## src/rtl/lfsr_checker_sat_counter.sv

```systemverilog
// Saturating up-counter; a clear and an increment in the same cycle
// yield 1, because the clear is applied before the increment.
module sat_counter #(
  parameter int W = 16
) (
  input  logic         clk,
  input  logic         rst_n,
  input  logic         clr_i,
  input  logic         inc_i,
  output logic [W-1:0] cnt_o
);

  logic [W-1:0] cnt_q, cnt_d, base;

  always_comb begin
    base  = clr_i ? '0 : cnt_q;
    cnt_d = base;
    if (inc_i && (base != {W{1'b1}})) begin
      cnt_d = base + W'(1);
    end
  end

  always_ff @(posedge clk or negedge rst_n) begin
    if (!rst_n) begin
      cnt_q <= '0;
    end else begin
      cnt_q <= cnt_d;
    end
  end

  assign cnt_o = cnt_q;

endmodule

```

## config.mk

```make
export PLATFORM = sky130hd
export DESIGN_NAME = sat_counter
export DESIGN_NICKNAME = d
export VERILOG_FILES = /design/src/rtl/lfsr_checker_sat_counter.sv
export SDC_FILE = /design/constraint.sdc
export NUM_CORES = 1
export LEC_CHECK = 0
export CAP_MARGIN = 20
export CELL_PAD_IN_SITES_DETAIL_PLACEMENT = 1
export CELL_PAD_IN_SITES_GLOBAL_PLACEMENT = 2
export CORE_MARGIN = 2
export CORE_UTILIZATION = 33
export CTS_CLUSTER_SIZE = 12
export DETAILED_ROUTE_END_ITERATION = 10
export GPL_TIMING_DRIVEN = 0
export HOLD_SLACK_MARGIN = 0.1
export PLACE_DENSITY = 0.88
export SLEW_MARGIN = 40
export SYNTH_ARGS = -nofsm -noshare
export SYNTH_HDL_FRONTEND = slang
export SYNTH_SLANG_ARGS = --single-unit
```

## constraint.sdc

```tcl
create_clock -name clk -period 3.7 [get_ports clk]
set_input_delay 0.74 -clock clk [delete_from_list [all_inputs] [get_ports clk]]
set_output_delay 0.74 -clock clk [all_outputs]
set_load 0.02 [all_outputs]
```

==> run summary <==
20 I/O pins were placed. In the layout the commonest cells are 18 x clkdlybuf4s50_1, 16 x dfrtp_1, 9 x nand2_1. After synthesis, the cell types taking the most area are dfrtp_1 43%, nor4_4 4.6%, nand2_1 3.7%, a21oi_1 3.3%, mux2i_1 3.3%.

The pin count of the biggest net entering global routing was 17; the die height was 56.90 microns. Capturing point of the worst reg2reg path: cnt_o[13]. The number of buffer and inverter instances along the worst setup path is 1, and the internal portion of total power is 0.0002483 W. Critical path's slowest cell: clkdlybuf4s50_1. The worst setup path is captured at an output pin. Count of placed standard cells in the final layout, fillers left out: 139. The wire-length estimate of the detail-placed layout is 1684 microns. The later pin in the worst-skew pair is clocked with a latency of 0.29 ns.

The worst-margin pin slew is 0.4447 ns. In the synthesized netlist the dominant register cell turns out to be dfrtp_1. For this block, the via count after detailed routing is 762. After synthesis the netlist holds a flip-flop and latch count of 16. After layout, the design draws a total of 0.0003261 W. The number of H-tree branching levels came out at 1.

The power density over the cells was 275.5 mW/mm^2. Category of the worst setup path launch point: a register. Wires add up to 2211 microns.

Routability-driven placement finished with a final weighted congestion of 0.7036. In the final design database the tool counted 113 nets. Setup slack on the worst reg-to-reg path comes out at 2.12 ns. The logs give 0.0001542 V for the worst supply voltage drop on vdd and 89 for the net count after synthesis. The worst endpoint required time was 2.96 ns; the maximum buffer depth of the clock tree was 2.

The global-route usage over all layers was 0.1488. The fraction of power consumed by the clock network is 0.366. The tightest min-delay check is of the in2async type. In this run, distinct cell masters in the synthesized netlist total 37.

Final hold violation count: 0. The tools report the number of core rows as 19. Before antenna repair, the detailed router went through 4 iterations. Clock tree synthesis selected as its root buffer the cell clkbuf_4. The die boundary width is 56.90 microns, and the delay of the slowest cell on the worst path is 0.65 ns. Number of placed instances, taps included: 135. Hold is met by 0.3572 ns.

The detail-routed via count per cell is 5.482, and the portion of total power attributed to sequential cells is 0.554. The run gives 0 as the remaining global-route overflow. Number of synthesized flops with an enable pin: 0. Of all cell types, the one taking the most synthesized area is dfrtp_1. Between clock sinks in the finished design, the worst skew comes to 0.007425 ns. The proportion of register bits with asynchronous set or reset after synthesis was 1.000; the number of input and output port buffers inserted was 19. For this design the static power due to leakage is 0.5777 nW. For the proportion of power drawn by combinational gates, the log shows 0.079. The critical path is of the reg2out type. The run finished with clean final reports. The TritonCTS buffer count was 3; the number of endpoints failing setup at the final stage was 0. After clock tree synthesis, the setup repair step added 0 buffers. The number of flip-flops under the largest register name was 16; the arrival time of data at the critical path endpoint was 1.43 ns. In this run the remaining antenna-violating nets after routing total 0. The first global-routing pass estimated 3795 microns of wire. Dividing the synthesized area by the synthesized cell count gives 10.86 sq um. The tools report the effective utilization at floorplan as 0.3407. In this run, post-CTS repair resized a total of 0 instances.

Post-synthesis instance total: 85. The tools report the upper clock frequency limit as 461.1 MHz. The critical path goes through clkdlybuf4s50_1. After clock tree synthesis, the flow added hold-fix buffers numbering 0. For the finished layout, the period the worst path requires is 2.169 ns. The number of antenna violations at the first check in global routing came out at 0.

Counting every sink on the clock net gives 16. Summed over all failing endpoints, the final setup total negative slack is 0 ns. The startpoint identified for the worst register-to-register timing path is cnt_o[0]. The proportion of netlist area held by the largest area contributor is 0.4336, and the die area is 0.003237 sq mm.

TritonCTS built the clock tree. The area growth from synthesis to layout is 28.18%. For this run, the number of Yosys warnings is 0. The mapped cell area is 923.4 sq um, and the CTS clock-pin slew for the worst setup and hold paths is 0.11 ns.

The logs give 0 for the count of final max-slew check failures and 0 for the count of inserted antenna diode cells. The switching portion of total power is 0.2384. For this block, the initial DRC count from the detailed router was 10.

Among cell families on the critical path, the largest total delay comes from buffers and inverters. Biggest fanout along the worst timing path: 6. Dividing the detail-routed wire length by the instance count gives 15.91 microns. The tools report the number of global-route vias before repair as 831. The most common cell after layout, fill and taps aside is clkdlybuf4s50_1. The number of cells on the worst reg-to-reg path is 4.

The residual DRC count came out at 0. The normalized max-slew margin is 0.7036, and the share of post-route cells with drive strength above 1 is 0.1944. Net switching power of the design: 0.00007773 W.

The tools report the max capacitance violation total as 0. The sequential area share after synthesis was 0.4336; the post-route fraction of the period consumed by the critical path was 0.5861. Core footprint: 0.002710 sq mm. Setup repair after global routing left no endpoint under its margin. The instance count on the critical path works out to 1.
==> through the flow <==
| step | setup slack, ns | area (sq um) | util |
|---|---|---|---|
| finish | 1.531 | 1184 | 0.4368 |
| global route | 1.460 | 1184 | 0.4368 |
| CTS | 1.524 | 1189 | 0.4386 |
| detailed placement | 1.271 | 1152 | 0.4252 |
| global placement | 1.317 | 1152 | 0.4252 |
| floorplan | 1.891 | 923.4 | - |
==> synth_stat cells, types with 2 or more instances <==
| library cell | instances |
|---|---|
| and4_1 | 2 |
| nor2_1 | 3 |
| nand2_1 | 9 |
| o21ai_0 | 3 |
| nor3_1 | 2 |
| a31oi_1 | 4 |
| nor4_4 | 2 |
| dfrtp_1 | 16 |
| a21oi_1 | 6 |
| inv_1 | 5 |
| nand3_1 | 3 |
| a211oi_1 | 2 |
| mux2i_1 | 3 |
| xnor2_1 | 2 |
==> worst max path at each step <==
| stage | start | to |
|---|---|---|
| floorplan | clr_i | cnt_o[13] |
| global placement | inc_i | cnt_o[14] |
| detailed placement | clr_i | cnt_o[1] |
| CTS | cnt_o[3] | cnt_o[3] |
| global route | clr_i | cnt_o[1] |
| finish | cnt_o[4] | cnt_o[4] |
==> per-layer routing <==
metal,GRT usage,up-vias,routed length (microns)
met5,0,-,0
met4,0.07309,0,23
met3,0.02074,2,65
met2,0.2430,12,1180
met1,0.1908,385,942
li1,-,363,-
==> logic make-up (layout without fill, tap and decap cells) <==
group,count (synthesis),in the layout,share of synthesized area
xor+xnor,2,2,0.01897
simple gates,39,39,0.3618
flops,16,16,0.4336
compound gates,18,18,0.1165
mux,3,3,0.03252
buf+inv,7,30,0.03658
==> cell type report <==
type,instances,area [sq um]
inverter,5,18.77
tap,31,38.79
timing repair buffer,19,185.2
fill,313,1526
buffer,2,15.01
clock buffer,4,36.28
sequential,16,400.4
multi-input combinational,62,489.2
==> power by group through the flow <==
stage          registers [W]  clock network (W)   logic [W]
2_1_floorplan       0.000186                  0  0.00000915
3_3_place_gp        0.000184                  0   0.0000258
3_5_place_dp        0.000184                  0   0.0000269
4_1_cts             0.000181           0.000123   0.0000271
5_1_grt             0.000182           0.000132   0.0000283
6_report            0.000181           0.000119   0.0000258
Power figures use the tool's default switching activity.
